<file path="src/rtl/clk_mon_pkg.sv">
// Shared types and default constants for the divided-tick clock monitor.
package clk_mon_pkg;

    typedef enum logic [1:0] {
        IDLE,
        TRACK,
        LOCKED
    } monState_e;

    localparam logic [15:0] EXP_HALF_1MS = 16'h3334;
    localparam int          TOL_DEF      = 4;
    localparam int          LOCK_N_DEF   = 4;

endpackage

</file>
<file path="src/rtl/sync_edge_det.sv">
// Multi-stage synchronizer for an asynchronous level plus a both-polarity edge detector.
module sync_edge_det #(
    parameter int SYNC_STAGES = 2
) (
    input  logic clk,
    input  logic rst,
    input  logic async_i,
    output logic edge_o,
    output logic edge_pulse_o
);

    logic [SYNC_STAGES-1:0] sync_q;
    logic                   prevLevel_q;
    logic                   pulse_q;

    // edge_o is the unregistered detection so the consumer can register its
    // own results in the same cycle that edge_pulse_o rises.
    assign edge_o       = sync_q[SYNC_STAGES-1] ^ prevLevel_q;
    assign edge_pulse_o = pulse_q;

    always_ff @(posedge clk or posedge rst) begin
        if (rst) begin
            sync_q      <= '0;
            prevLevel_q <= 1'b0;
            pulse_q     <= 1'b0;
        end else begin
            sync_q      <= {sync_q[SYNC_STAGES-2:0], async_i};
            prevLevel_q <= sync_q[SYNC_STAGES-1];
            pulse_q     <= edge_o;
        end
    end

endmodule

</file>
<file path="src/rtl/clk_tick_monitor.sv">
// Health monitor for a slow toggling tick clock: measures edge-to-edge intervals,
// flags fast/slow intervals and timeouts, tracks lock and counts errors.
module clk_tick_monitor
    import clk_mon_pkg::*;
#(
    parameter int CNT_W       = 16,
    parameter int EXP_HALF    = int'(EXP_HALF_1MS),
    parameter int TOL         = TOL_DEF,
    parameter int LOCK_N      = LOCK_N_DEF,
    parameter int SYNC_STAGES = 2
) (
    input  logic             clk,
    input  logic             rst,
    input  logic             tick_in,
    input  logic             err_clr,
    output logic             edge_pulse,
    output logic             meas_valid,
    output logic [CNT_W-1:0] half_period,
    output logic             err_fast,
    output logic             err_slow,
    output logic             locked,
    output logic [7:0]       err_cnt
);

    localparam int               LO_I        = (EXP_HALF > TOL) ? (EXP_HALF - TOL) : 0;
    localparam logic [CNT_W-1:0] LO_LIM      = CNT_W'(LO_I);
    localparam logic [CNT_W-1:0] HI_LIM      = CNT_W'(EXP_HALF + TOL);
    localparam logic [CNT_W-1:0] TIMEOUT     = CNT_W'(EXP_HALF + TOL + 1);
    localparam int               GOOD_W      = $clog2(LOCK_N + 1);
    localparam logic [GOOD_W-1:0] LOCK_TARGET = GOOD_W'(LOCK_N);

    monState_e         state_q, state_d;
    logic [CNT_W-1:0]  intervalCnt_q, intervalCnt_d;
    logic [GOOD_W-1:0] goodCnt_q, goodCnt_d;
    logic [GOOD_W-1:0] goodNext;
    logic [CNT_W-1:0]  halfPeriod_q, halfPeriod_d;
    logic              measValid_q, measValid_d;
    logic              errFast_q, errFast_d;
    logic              errSlow_q, errSlow_d;
    logic [7:0]        errCnt_q, errCnt_d;
    logic              edgeDet;
    logic              isFast;
    logic              isSlow;
    logic              errPulse;

    sync_edge_det #(
        .SYNC_STAGES (SYNC_STAGES)
    ) u_sync (
        .clk          (clk),
        .rst          (rst),
        .async_i      (tick_in),
        .edge_o       (edgeDet),
        .edge_pulse_o (edge_pulse)
    );

    assign isFast   = (intervalCnt_q < LO_LIM);
    assign isSlow   = (intervalCnt_q > HI_LIM);
    assign goodNext = goodCnt_q + GOOD_W'(1);
    assign errPulse = errFast_q | errSlow_q;

    always_comb begin
        state_d       = state_q;
        goodCnt_d     = goodCnt_q;
        halfPeriod_d  = halfPeriod_q;
        measValid_d   = 1'b0;
        errFast_d     = 1'b0;
        errSlow_d     = 1'b0;
        intervalCnt_d = intervalCnt_q;
        errCnt_d      = errCnt_q;

        if (edgeDet) begin
            intervalCnt_d = CNT_W'(1);
        end else if (intervalCnt_q != '1) begin
            intervalCnt_d = intervalCnt_q + CNT_W'(1);
        end

        case (state_q)
            IDLE: begin
                if (edgeDet) begin
                    state_d   = TRACK;
                    goodCnt_d = '0;
                end
            end
            TRACK, LOCKED: begin
                // An edge takes priority over a coincident timeout.
                if (edgeDet) begin
                    measValid_d  = 1'b1;
                    halfPeriod_d = intervalCnt_q;
                    if (isFast || isSlow) begin
                        errFast_d = isFast;
                        errSlow_d = isSlow;
                        goodCnt_d = '0;
                        state_d   = TRACK;
                    end else if (state_q == TRACK) begin
                        goodCnt_d = goodNext;
                        if (goodNext == LOCK_TARGET) begin
                            state_d = LOCKED;
                        end
                    end
                end else if (intervalCnt_q == TIMEOUT) begin
                    errSlow_d = 1'b1;
                    goodCnt_d = '0;
                    state_d   = IDLE;
                end
            end
            default: state_d = IDLE;
        endcase

        if (err_clr) begin
            errCnt_d = {7'd0, errPulse};
        end else if (errPulse && (errCnt_q != 8'hFF)) begin
            errCnt_d = errCnt_q + 8'd1;
        end
    end

    always_ff @(posedge clk or posedge rst) begin
        if (rst) begin
            state_q       <= IDLE;
            intervalCnt_q <= '0;
            goodCnt_q     <= '0;
            halfPeriod_q  <= '0;
            measValid_q   <= 1'b0;
            errFast_q     <= 1'b0;
            errSlow_q     <= 1'b0;
            errCnt_q      <= '0;
        end else begin
            state_q       <= state_d;
            intervalCnt_q <= intervalCnt_d;
            goodCnt_q     <= goodCnt_d;
            halfPeriod_q  <= halfPeriod_d;
            measValid_q   <= measValid_d;
            errFast_q     <= errFast_d;
            errSlow_q     <= errSlow_d;
            errCnt_q      <= errCnt_d;
        end
    end

    assign meas_valid  = measValid_q;
    assign half_period = halfPeriod_q;
    assign err_fast    = errFast_q;
    assign err_slow    = errSlow_q;
    assign locked      = (state_q == LOCKED);
    assign err_cnt     = errCnt_q;

endmodule

</file>
<file path="config.mk">
export PLATFORM = sky130hd
export DESIGN_NAME = clk_tick_monitor
export DESIGN_NICKNAME = d
export VERILOG_FILES = /design/src/rtl/clk_mon_pkg.sv /design/src/rtl/sync_edge_det.sv /design/src/rtl/clk_tick_monitor.sv
export SDC_FILE = /design/constraint.sdc
export NUM_CORES = 1
export LEC_CHECK = 0
export CAP_MARGIN = 10
export CORE_MARGIN = 2
export CORE_UTILIZATION = 36
export DETAILED_ROUTE_END_ITERATION = 7
export HOLD_SLACK_MARGIN = 0.05
export SYNTH_ARGS = -nofsm -noshare
export SYNTH_HDL_FRONTEND = slang
export SYNTH_SLANG_ARGS = --single-unit
</file>
<file path="constraint.sdc">
create_clock -name clk -period 2.2 [get_ports clk]
set_input_delay 0.33 -clock clk [delete_from_list [all_inputs] [get_ports clk]]
set_output_delay 0.33 -clock clk [all_outputs]
set_load 0.01 [all_outputs]
</file>
==> flow_summary.json <==
{
  "ys_types": 53,
  "synth_edf_count": 0,
  "firstDrtPassIters": 4,
  "root_buffer": "clkbuf_8",
  "cp_slowest_stage_delay_ns": 0.56,
  "numCtsBuffers": 5,
  "antenna_found_initial": 0,
  "hold_path.class": "primary input to async pin",
  "synth_nets": 243,
  "grt_pass1_wl_mm": 8.60,
  "grt_max_degree": 36,
  "clock.fmax_mhz": 449,
  "crit_path_top_delay_cell": "or4_4",
  "avgSynthCellArea_um2": 10.9,
  "power.density_nw_per_um2": 695,
  "grt_overflow": 0,
  "combPwrFrac": 0.254,
  "drt_iter0_drc": 28,
  "via_count": 1905,
  "syn_area_um2": 2500,
  "met1_usage": 0.184,
  "crit-reg2reg-capture": "goodCnt_q[1]",
  "relSlewSlack": 0.712,
  "clk_pin_slew_ns": 0.09,
  "wl_mm": 5.11,
  "use_met3": 0.0303,
  "rows": 30,
  "fin_nets": 308,
  "seqCellArea_um2": 1300,
  "power.internal_mw": 1.64,
  "drc": 0,
  "use_met2": 0.242,
  "start_util": 0.371,
  "ys_warn_count": 0,
  "vdd_drop_max_mv": 0.369,
  "setup_ws_ns": -0.0295,
  "status": "finished, violations left",
  "finalMaxSlewViolations": 0,
  "crit_type": "register to register",
  "cts_sinks": 52,
  "r2r_slack_ns": -0.03,
  "power.leakage_nw": 1.50,
  "antenna_left": 0,
  "clkLatencyLatePin_ns": 0.29,
  "violations": "negative setup slack",
  "final_core_util": 0.483,
  "p_sw_mw": 0.623,
  "crit_arrival_ns": 2.40,
  "seq_power_share": 0.478,
  "swShare": 0.275,
  "die_h_um": 87.4,
  "min_period_ns": 2.23,
  "ys_ff_latch": 52,
  "core_um2": 6760,
  "hpwl_mm": 3.64,
  "reg2reg_from": "intervalCnt_q[10]",
  "max_cap_viol_count": 0,
  "finalSetupViolCount": 3,
  "worst_r2r_path_depth": 6,
  "cts_hold_buf": 0,
  "die_area_um2": 7640,
  "crit_path_start_kind": "register",
  "hold_viol": 0,
  "dieWidth_um": 87.4,
  "fillCellCount": 659,
  "fin_setup_tns_ns": -0.0817,
  "cts_buffer_depth": 2,
  "ys.flop_type": "dfrtp_1",
  "boundaryPins": 33,
  "cp-end-kind": "register",
  "cts_tree": "yes",
  "avgRoutedWirePerCell_um": 13.7,
  "diodes": 0,
  "cp_num_buf_inv": 0,
  "critPathMaxFanout": 3,
  "clock-skew-final_ns": 0.00855,
  "gp_congestion": 0.846,
  "hold_ws_ns": 0.341,
  "grtUsageTotal": 0.141,
  "cp.required_ns": 2.38,
  "htreeDepth": 2,
  "rsz0062_at_grt": "yes",
  "crit_chain": "or4_4 > nor4_4 > a21oi_2 > a211o_1 > a21o_4 > mux2_4",
  "grt_pass1_vias": 1893,
  "syn2layout_area_growth_pct": 30.2,
  "clkPwrFrac": 0.267,
  "drive_gt1_frac": 0.228,
  "async_flop_share": 1.00,
  "multi_input_area_um2": 1140,
  "worstMarginPinSlew_ns": 0.429,
  "synthCells": 230,
  "via_per_inst": 5.09,
  "critPathTopFamily": "simple AND/OR/NAND/NOR gates",
  "portBuffers": 32,
  "busiest_layer": "met2",
  "period_share": 1.01,
  "ys_seq_area_frac": 0.519
}
-- logic make-up (layout without fill, tap and decap cells) --
family | after synthesis | in the layout | synth area share
AND/OR/NAND/NOR | 81 | 81 | 0.166
flip-flops | 52 | 52 | 0.519
AO/OA/AOI/OAI | 38 | 38 | 0.106
XOR/XNOR | 17 | 17 | 0.0594
buffers and inverters | 17 | 81 | 0.0290
multiplexers | 16 | 16 | 0.0744
adder cells (fa/ha/maj) | 9 | 9 | 0.0450
-- through the flow --
| step | power [mW] | std cells | setup slack, ns | cell area [um^2] |
|---|---|---|---|---|
| 6_report | 2.27 | 374 | -0.0295 | 3260 |
| 5_1_grt | 2.39 | 374 | -0.0982 | 3260 |
| 2_1_floorplan | 1.45 | 230 | 0.0202 | 2510 |
| 4_1_cts | 2.29 | 373 | -0.0314 | 3240 |
| 3_3_place_gp | 1.66 | 359 | 0.0436 | 3080 |
| 3_5_place_dp | 1.67 | 359 | -0.0105 | 3080 |
-- state kept, by name, summed over array words and instances, names as in the netlist, 2 cells and up --
| register | count |
|---|---|
| err_cnt | 8 |
| intervalCnt_q | 16 |
| goodCnt_q | 3 |
| u_sync.sync_q | 2 |
| state_q | 2 |
| half_period | 16 |
-- cells in the final DEF (no fill, tap or decap), types with 4 or more instances in the layout --
cell type	Yosys	final
nand2_1	19	19
o21ai_0	9	8
ha_1	9	9
nand3_1	9	8
a211oi_1	5	5
dfrtp_1	52	52
clkbuf_8	0	5
xor2_1	13	13
inv_1	9	8
nand4_1	5	5
mux2_2	13	13
xnor2_1	4	4
a21oi_1	7	7
nor2_1	26	26
clkdlybuf4s50_1	0	32
buf_4	0	30
-- worst max path at each step --
stage / startpoint / end / slack, ns / cells past startpoint
global route: intervalCnt_q[10] / goodCnt_q[1] / -0.1 / 6
CTS: intervalCnt_q[10] / goodCnt_q[1] / -0.03 / 6
finish: intervalCnt_q[10] / goodCnt_q[1] / -0.03 / 6
detailed placement: intervalCnt_q[10] / goodCnt_q[1] / -0.01 / 6
floorplan: intervalCnt_q[10] / goodCnt_q[0] / 0.02 / 6
global placement: intervalCnt_q[10] / goodCnt_q[0] / 0.04 / 6
-- Yosys cell counts, types with 2 or more instances --
| cell type | count | area (um^2) |
|---|---|---|
| xor2_1 | 13 | 114 |
| nor2_1 | 26 | 97.6 |
| mux2_2 | 13 | 146 |
| nand4_1 | 5 | 31.3 |
| or3_1 | 2 | 12.5 |
| mux2_4 | 2 | 30.0 |
| and2_1 | 3 | 18.8 |
| a211oi_1 | 5 | 37.5 |
| clkbuf_1 | 3 | 11.3 |
| nand3_1 | 9 | 45.0 |
| nor3_1 | 3 | 15.0 |
| and3_1 | 3 | 18.8 |
| nand2_1 | 19 | 71.3 |
| inv_1 | 9 | 33.8 |
| o21ai_0 | 9 | 45.0 |
| xnor2_1 | 4 | 35.0 |
| ha_1 | 9 | 113 |
| a21oi_1 | 7 | 35.0 |
| dfrtp_1 | 52 | 1300 |
-- layout make-up --
| class | instances | share of cell area |
|---|---|---|
| Sequential cell | 52 | 0.399 |
| Clock inverter | 1 | 0.00921 |
| Clock buffer | 5 | 0.0211 |
| Tap cell | 80 | 0.0307 |
| Timing Repair Buffer | 64 | 0.177 |
| Inverter | 11 | 0.0127 |
| Multi-Input combinational cell | 161 | 0.350 |
-- worst register-to-register path, stage by stage (launching register included) --
cell	delay, ns
dfrtp_1	0.38
or4_4	0.56
nor4_4	0.22
a21oi_2	0.11
a211o_1	0.33
a21o_4	0.22
mux2_4	0.29
-- metal layers --
layer	share of wire	vias up
li1	-	939
met1	0.47	929
met2	0.49	33
met3	0.029	4
met4	0.0067	0
met5	0	-
-- what timing repair did --
| action | CTS | global route |
|---|---|---|
| endpoints found under the setup margin | 2 | 4 |
| gates resized for setup | 0 | 5 |
| cloned | 0 | 0 |
| setup buffers | 8 | 1 |
-- power by group through the flow --
stage | registers, mW | clock network (mW) | logic [mW]
3_3_place_gp | 1.10 | 0 | 0.557
6_report | 1.08 | 0.606 | 0.576
2_1_floorplan | 1.12 | 0 | 0.323
4_1_cts | 1.09 | 0.629 | 0.574
3_5_place_dp | 1.10 | 0 | 0.566
5_1_grt | 1.09 | 0.665 | 0.631
(Power assumes the default switching activity.)
